==> src/rtl/ad_parallel_capture_if.sv <==
// Sample stream from the capture engine to the packet layer.
// Plain valid/ready handshake; data is held stable while valid is high.
interface ad_parallel_capture_if #(
  parameter int DATA_W = 12
) ();
  logic [DATA_W-1:0] sample_data;
  logic              sample_valid;
  logic              sample_ready;

  modport master (output sample_data, output sample_valid, input sample_ready);
  modport slave  (input sample_data, input sample_valid, output sample_ready);
endinterface

==> src/rtl/ad_parallel_capture.sv <==
// Capture engine for parallel pipelined ADCs: drives the conversion clock,
// samples the bus mid-period, drops pipeline latency and streams results.
module ad_parallel_capture #(
  parameter int DATA_W   = 12,
  parameter int CLK_HALF = 5,
  parameter int PIPE_LAT = 3,
  parameter int AVG_LOG2 = 2,
  parameter int LEN_W    = 16
) (
  input  logic                   clk,
  input  logic                   rst,
  input  logic                   start,
  input  logic                   stop,
  input  logic [1:0]             mode,
  input  logic [LEN_W-1:0]       burst_len,
  input  logic [DATA_W-1:0]      adc_db,
  output logic                   adc_clk,
  output logic                   busy,
  output logic                   done,
  output logic                   overflow,
  ad_parallel_capture_if.master  stream
);
  localparam int CNT_W = (CLK_HALF > 1) ? $clog2(CLK_HALF) : 1;
  localparam int ACC_W = DATA_W + AVG_LOG2;
  localparam int AVG_N = 1 << AVG_LOG2;
  localparam int FL_W  = $clog2(PIPE_LAT + 1) + 1;

  typedef enum logic [1:0] {IDLE, FLUSH, RUN} state_t;

  state_t            state_reg;
  logic [CNT_W-1:0]  div_cnt_reg;
  logic              adc_clk_reg;
  logic              strobe_reg;
  logic [DATA_W-1:0] db_reg;
  logic [1:0]        mode_reg;
  logic [LEN_W-1:0]  len_reg;
  logic [LEN_W-1:0]  res_cnt_reg;
  logic [FL_W-1:0]   flush_cnt_reg;
  logic [4:0]        avg_cnt_reg;
  logic [ACC_W-1:0]  acc_reg;
  logic [DATA_W-1:0] data_reg;
  logic              valid_reg;
  logic              done_reg;
  logic              overflow_reg;

  logic              div_wrap;
  logic [ACC_W-1:0]  acc_sum;
  logic              result_fire;
  logic [DATA_W-1:0] result_val;
  logic              last_result;

  assign div_wrap = (div_cnt_reg == CNT_W'(CLK_HALF - 1));

  // The strobe follows the falling adc_clk edge, when the bus is mid-period.
  always_ff @(posedge clk) begin
    if (rst) begin
      div_cnt_reg <= '0;
      adc_clk_reg <= 1'b0;
      strobe_reg  <= 1'b0;
      db_reg      <= '0;
    end else begin
      strobe_reg <= 1'b0;
      if (div_wrap) begin
        div_cnt_reg <= '0;
        adc_clk_reg <= ~adc_clk_reg;
        if (adc_clk_reg) begin
          strobe_reg <= 1'b1;
          db_reg     <= adc_db;
        end
      end else begin
        div_cnt_reg <= div_cnt_reg + CNT_W'(1);
      end
    end
  end

  always_comb begin
    acc_sum     = acc_reg + ACC_W'(db_reg);
    result_fire = 1'b0;
    result_val  = db_reg;
    if (state_reg == RUN && strobe_reg && !stop) begin
      if (mode_reg[1]) begin
        if (avg_cnt_reg == 5'(AVG_N - 1)) begin
          result_fire = 1'b1;
          result_val  = acc_sum[ACC_W-1:AVG_LOG2];
        end
      end else begin
        result_fire = 1'b1;
      end
    end
    last_result = result_fire && mode_reg[0] && (res_cnt_reg == len_reg - LEN_W'(1));
  end

  always_ff @(posedge clk) begin
    if (rst) begin
      state_reg     <= IDLE;
      mode_reg      <= '0;
      len_reg       <= '0;
      res_cnt_reg   <= '0;
      flush_cnt_reg <= '0;
      avg_cnt_reg   <= '0;
      acc_reg       <= '0;
      done_reg      <= 1'b0;
    end else begin
      done_reg <= 1'b0;
      case (state_reg)
        IDLE: begin
          if (start) begin
            mode_reg      <= mode;
            len_reg       <= (burst_len == '0) ? LEN_W'(1) : burst_len;
            res_cnt_reg   <= '0;
            flush_cnt_reg <= '0;
            avg_cnt_reg   <= '0;
            acc_reg       <= '0;
            state_reg     <= (PIPE_LAT == 0) ? RUN : FLUSH;
          end
        end
        FLUSH: begin
          if (stop) begin
            state_reg <= IDLE;
          end else if (strobe_reg) begin
            flush_cnt_reg <= flush_cnt_reg + FL_W'(1);
            if (flush_cnt_reg == FL_W'(PIPE_LAT - 1)) state_reg <= RUN;
          end
        end
        RUN: begin
          if (stop) begin
            state_reg <= IDLE;
          end else if (strobe_reg) begin
            if (mode_reg[1]) begin
              if (avg_cnt_reg == 5'(AVG_N - 1)) begin
                avg_cnt_reg <= '0;
                acc_reg     <= '0;
              end else begin
                avg_cnt_reg <= avg_cnt_reg + 5'd1;
                acc_reg     <= acc_sum;
              end
            end
            if (result_fire) res_cnt_reg <= res_cnt_reg + LEN_W'(1);
            if (last_result) begin
              state_reg <= IDLE;
              done_reg  <= 1'b1;
            end
          end
        end
        default: state_reg <= IDLE;
      endcase
    end
  end

  // A result landing on an accepting cycle replaces the old one without a bubble.
  always_ff @(posedge clk) begin
    if (rst) begin
      data_reg     <= '0;
      valid_reg    <= 1'b0;
      overflow_reg <= 1'b0;
    end else begin
      if (state_reg == IDLE && start) overflow_reg <= 1'b0;
      if (result_fire) begin
        if (!valid_reg || stream.sample_ready) begin
          data_reg  <= result_val;
          valid_reg <= 1'b1;
        end else begin
          overflow_reg <= 1'b1;
        end
      end else if (valid_reg && stream.sample_ready) begin
        valid_reg <= 1'b0;
      end
    end
  end

  assign adc_clk             = adc_clk_reg;
  assign busy                = (state_reg != IDLE);
  assign done                = done_reg;
  assign overflow            = overflow_reg;
  assign stream.sample_data  = data_reg;
  assign stream.sample_valid = valid_reg;
endmodule

==> src/flat_wrapper.sv <==
// flat-port wrapper written by rule: the top's interface ports become plain ports
module ad_parallel_capture_flat 
#(
  parameter int DATA_W   = 12,
  parameter int CLK_HALF = 5,
  parameter int PIPE_LAT = 3,
  parameter int AVG_LOG2 = 2,
  parameter int LEN_W    = 16
)
  (clk, rst, start, stop, mode, burst_len, adc_db, adc_clk, busy, done, overflow, stream_sample_data, stream_sample_valid, stream_sample_ready);
  ad_parallel_capture_if #(.DATA_W(DATA_W)) stream_i ();
  input  logic clk;
  input  logic rst;
  input  logic start;
  input  logic stop;
  input  logic [1:0] mode;
  input  logic [LEN_W-1:0] burst_len;
  input  logic [DATA_W-1:0] adc_db;
  output logic adc_clk;
  output logic busy;
  output logic done;
  output logic overflow;
  output wire logic [$bits(stream_i.sample_data)-1:0] stream_sample_data;
  output wire logic [$bits(stream_i.sample_valid)-1:0] stream_sample_valid;
  input wire logic [$bits(stream_i.sample_ready)-1:0] stream_sample_ready;
  assign stream_sample_data = stream_i.sample_data;
  assign stream_sample_valid = stream_i.sample_valid;
  assign stream_i.sample_ready = stream_sample_ready;
  ad_parallel_capture #(.DATA_W(DATA_W), .CLK_HALF(CLK_HALF), .PIPE_LAT(PIPE_LAT), .AVG_LOG2(AVG_LOG2), .LEN_W(LEN_W)) u_core (.clk(clk), .rst(rst), .start(start), .stop(stop), .mode(mode), .burst_len(burst_len), .adc_db(adc_db), .adc_clk(adc_clk), .busy(busy), .done(done), .overflow(overflow), .stream(stream_i));
endmodule
==> config.mk <==
export PLATFORM = sky130hd
export DESIGN_NAME = ad_parallel_capture_flat
export DESIGN_NICKNAME = d
export VERILOG_FILES = /design/src/rtl/ad_parallel_capture_if.sv /design/src/rtl/ad_parallel_capture.sv /design/src/flat_wrapper.sv
export SDC_FILE = /design/constraint.sdc
export NUM_CORES = 1
export LEC_CHECK = 0
export BUFFER_PORTS_ARGS = -buffer_cell sky130_fd_sc_hd__buf_2
export CORE_MARGIN = 4
export CORE_UTILIZATION = 45
export CTS_CLUSTER_DIAMETER = 50
export DETAILED_ROUTE_END_ITERATION = 6
export SLEW_MARGIN = 40
export SYNTH_ARGS = -nofsm -noshare
export SYNTH_HDL_FRONTEND = slang
export SYNTH_SLANG_ARGS = --single-unit
export TNS_END_PERCENT = 50
==> constraint.sdc <==
create_clock -name clk -period 6.2 [get_ports clk]
set_input_delay 1.24 -clock clk [delete_from_list [all_inputs] [get_ports clk]]
set_output_delay 1.24 -clock clk [all_outputs]
set_load 0.05 [all_outputs]
* Word level (Yosys, flattened, before mapping)
Cells that the tools add are included.
Widths: inputs -> output; s select.
** Cells by class
- $add $sub $neg :: 6
- Equal/unequal tests :: 18
- Bitwise operators :: 4
- Reduce and logical (&&, ||, !) cells :: 26
- Muxes and demuxes :: 44
** Operators by type and width (number)
- $mux 16 :: 5
- $mux 14 :: 5
- $mux 12 :: 3
- $pmux 16 s2 :: 1
- $pmux 14 s2 :: 1
- $mux 5 :: 5
- $add 16x1->16 const B :: 1
- $eq 16x16->1 :: 1
- $logic_not 16->1 :: 1
- $sub 16x1->16 const B :: 1
- $reduce_and 5->1 :: 3
- $add 14x12->14 :: 1
- $mux 2 :: 7
- $ne 3x2->1 const B :: 4
- $mux 1 :: 11
- $pmux 5 s2 :: 1
- $mux 3 :: 3
- $ne 2x1->1 const B :: 4
- $ne 2x2->1 const B :: 4
- $reduce_and 2->1 :: 4
- $reduce_bool 2->1 :: 4
- $add 3x1->3 const B :: 2
- $logic_and 1x1->1 :: 6
- $pmux 2 s3 :: 1
- 14 further kinds :: 19
** Storage, ports and cells
- Logic and storage cells :: 113
- Output and inout bits :: 17
- Input bits :: 35
- Register bits :: 90

* Longest topological paths before layout
- Depth in word-level cells :: 10
- Depth in mapped cells :: 9
- Mapped depth without buffers :: 8

* Least setup slack after synthesis
No wires, ideal clock.
- Kind :: in2reg
- Start :: input stop
- End :: register u_core.done_reg (netlist: u_core.done)
- Setup time :: 0.061 ns
- Arrival time :: 2.705 ns
- Required time :: 6.139 ns
- Slack :: 3.434 ns
- Buffers on the path :: 0
- Stages :: 6
- Path through :: nor4bb_1 > o21ai_0 > nor4_1 > nand4_1 > nor4_2 > and3b_1
** Between the ends
- Word-level cells in the longest chain between the ends :: 6
- Elaborated cells on any way between the ends :: 7
- Classes of those cells :: mux (2); reduce/logical (5)
** Ends and longest elaborated chain
- from (decl) :: RTL line flat_wrapper.sv:15 : input logic stop;
- $logic_not 1->1 :: RTL line ad_parallel_capture.sv:80 : if (state_reg == RUN && strobe_reg && !stop) begin
- $logic_and 1x1->1 :: RTL line ad_parallel_capture.sv:80
- $mux 1 :: RTL line ad_parallel_capture.sv:80
- $logic_and 1x1->1 (2 in a row) :: RTL line ad_parallel_capture.sv:90 : last_result = result_fire && mode_reg[0] && (res_cnt_reg == len_reg - LEN_W'(1));
- $mux 1 :: RTL line ad_parallel_capture.sv:139 : if (last_result) begin
- to (signal assigned) :: RTL line ad_parallel_capture.sv:102 : done_reg <= 1'b0;
- to (signal assigned) :: RTL line ad_parallel_capture.sv:104 : done_reg <= 1'b0;
- to (signal assigned) :: RTL line ad_parallel_capture.sv:141 : done_reg <= 1'b1;
- to (decl) :: RTL line ad_parallel_capture.sv:43 : logic done_reg;
Parallel ways exist; a longest one is shown, timed or not.
A chain may end at the register's enable or synchronous reset.

* Worst setup path in the final report
Ends and elaborated chain as after synthesis.

==> impl_results.md <==
- NetSw: 0.0003023 W
- Complex-gate fraction of the synthesized area: 20.22%
- Post-route ant nets: 0
- Post-synth EDFFs: 0
- Die height: 109.9 um
- Final TNS setup: 0 ps
- H-tree depth: 3
- Crit path launch type: input pin
- Starting Density: 46.98%
- Pin count of the biggest net entering global routing: 57
- Finished Core Util: 52.58%
- Layout cells sized above 1: 14.09%
- Req. time, crit path: 6530 ps
- Total Power: 0.001101 W
- Largest family of logic cells by synthesized area: simple AND/OR/NAND/NOR gates
- Synth top area share: 38.52%
- Simple-Gate Fraction of Synth Area: 22.58%
- Placed instance count: 713
- Top cells by area, synth: dfxtp_1, xnor2_1, ha_1
- Non-Filler Instances: 729
- First-pass GRT wire length: 18930 um
- Core Footprint: 9955 um^2
- Die ar.: 12090 um^2
- Hold crit path type: reg2reg
- Post_cts resized: 0
- Antenna diode count: 0
- Count leader, synth: dfxtp_1
- Maximum clock path buffer count: 2
- Global route overflow: 0
- Port Buffer Count: 51
- CP Capture Type: flop
- Worst slew pin tran: 770.5 ps
- P_int: 0.0007986 W
- Final Hold Viols: 0
- Area delta synth->final: 11.90%
- Max-Cap Viols: 0
- Dpl hpwl: 8401 um
- First DRT Iteration DRCs: 222
- Seq pwr share: 54.8%
- Post-Route WL: 11480 um
- Crit share post-route: 46.23%
- Clock skew: 7.228 ps
- PwrDens: 210.3 nW/um^2
- FF-to-FF path depth: 7
- Slew Limit Fails: 0
- Register area share after synthesis: 38.52%
- Clock tree sinks: 90
- CTS tree: yes
- Syn Std Cell Area: 4677 um^2
- Antenna violations before repair: 0
- Number of global-route vias before repair: 3770
- Synth async-reset ratio: 0%
- Post-Synth XOR/XNOR Area: 8.614%
- Syn Nets: 602
- Number of synthesized register bits: 90
- Switching Fraction: 27.46%
- Final min period: 2866 ps
- CP Class: in2reg
- Clock-pin slew on the worst setup and hold paths: 90 ps
- Rel. slew slack: 48.45%
- Crit-path max FO: 7
- Core Rows: 36
- Arrival @ worst endpoint: 3190 ps
- Area leader, netlist: dfxtp_1
- IO Count: 52
- Vias: 4059
- DR WL/cell: 15.75 um
- Nets@finish: 646
- Pre-antenna DRT Iters: 4
- Adder-cell share of the synthesized area: 5.511%
- Netlist cell types: 57
- Root buffer cell: clkbuf_8
- Clk_lat worst skew: 370 ps
- Routability-driven placement congestion ratio: 0.8587
- Final setup violation count: 0
- Post-synthesis mux area share: 1.311%
- Outcome: complete, no violations
- GRT Total Usage: 20.14%
- Clock share of power: 33.1%
- Comb power frac: 12.0%
- Clock buffer count from CTS: 9
- Cts hold-fix bufs: 0
- Post-CTS setup buffers: 0
- DRC Markers: 0
- Max VDD drop: 0.1317 mV
- Drt via density: 5.568
- Post-synth top cells: dfxtp_1, nor2_1, nand2_1
- Post-Syn Area per Cell: 8.550 um^2
- RSZ-0062 raised after global routing: no
- Min Hold Slack: 463.5 ps
- Cells after Synth: 547
- Most used DFF post-synth: dfxtp_1
- Hold path depth: 2
- Die W: 109.9 um
- Fmax: 348.9 MHz
- Lkg Pwr: 2.056 nW
- Number of synthesis warnings: 0
[power groups by stage]
stage	Combinational [W]	Clock, W	Sequential, W
floorplan	0.0000936	0	0.000613
global placement	0.000130	0	0.000617
detailed placement	0.000131	0	0.000617
CTS	0.000133	0.000380	0.000603
global route	0.000147	0.000410	0.000606
finish	0.000132	0.000365	0.000604
[per-stage QoR]
| step | instance area [um^2] | worst slack, ps |
|---|---|---|
| detailed placement | 5062 | 2946 |
| floorplan | 4677 | 3434 |
| finish | 5234 | 3334 |
| global placement | 5050 | 3099 |
| CTS | 5234 | 3355 |
| global route | 5234 | 3051 |
[cell families (layout without fill, tap and decap cells)]
kind of cell               count (synthesis)  in the layout
AOI/OAI and AO/OA                        139            139
xor gates and xnor gates                  46             46
adders and majority gates                 20             20
buffers and inverters                     40             89
DFF                                       90             90
muxes                                      6              6
and+or+nand+nor                          206            206
[path summary, 6_finish.rpt]
kind	start	to	slack, ps
worst max-delay path	stop	u_core.done	3330
worst min-delay path	u_core.acc_reg[8]	u_core.acc_reg[8]	460
worst max register to register	u_core.avg_cnt_reg[0]	u_core.res_cnt_reg[13]	3550
worst min register to register	u_core.acc_reg[8]	u_core.acc_reg[8]	460
[layout make-up]
type | instances | area (um^2)
multi-input combinational | 417 | 2741
timing repair buffer | 55 | 285.3
fill | 986 | 4721
tap | 133 | 166.4
clock buffer | 11 | 141.4
sequential | 90 | 1802
inverter | 18 | 67.56
clock inverter | 5 | 30.03
[placed cells by master (no fill, tap or decap), types with 4 or more instances in the layout]
master,count
a211oi_1,6
a21o_1,7
a21oi_1,40
a22o_1,20
a22oi_1,7
a311oi_1,8
a31oi_1,4
and3_1,5
buf_2,51
buf_4,4
clkbuf_8,10
dfxtp_1,90
ha_1,19
inv_1,18
mux2i_1,5
nand2_1,49
nand2b_1,4
nand3_1,16
nand3b_1,4
nand4_1,7
nor2_1,53
nor2b_1,4
nor3_1,20
nor3b_1,5
nor4_1,7
o211ai_1,4
o21ai_0,21
or3_1,9
xnor2_1,30
xor2_1,16
[routing by layer]
layer	GRT usage (%)	vias up	share of wire (%)
li1	-	2067	-
met1	29.14	1902	51
met2	29.16	83	42
met3	5.520	7	6.0
met4	5.699	0	0.55
met5	0	-	0
[critical path: stages]
cell and delay (ps):
buf_2 140, nor4bb_1 480, o21ai_0 330, nor4_1 340, nand4_1 140, nor4_2 340, and3b_1 190
Note: power is estimated with default switching activity, not from simulation.
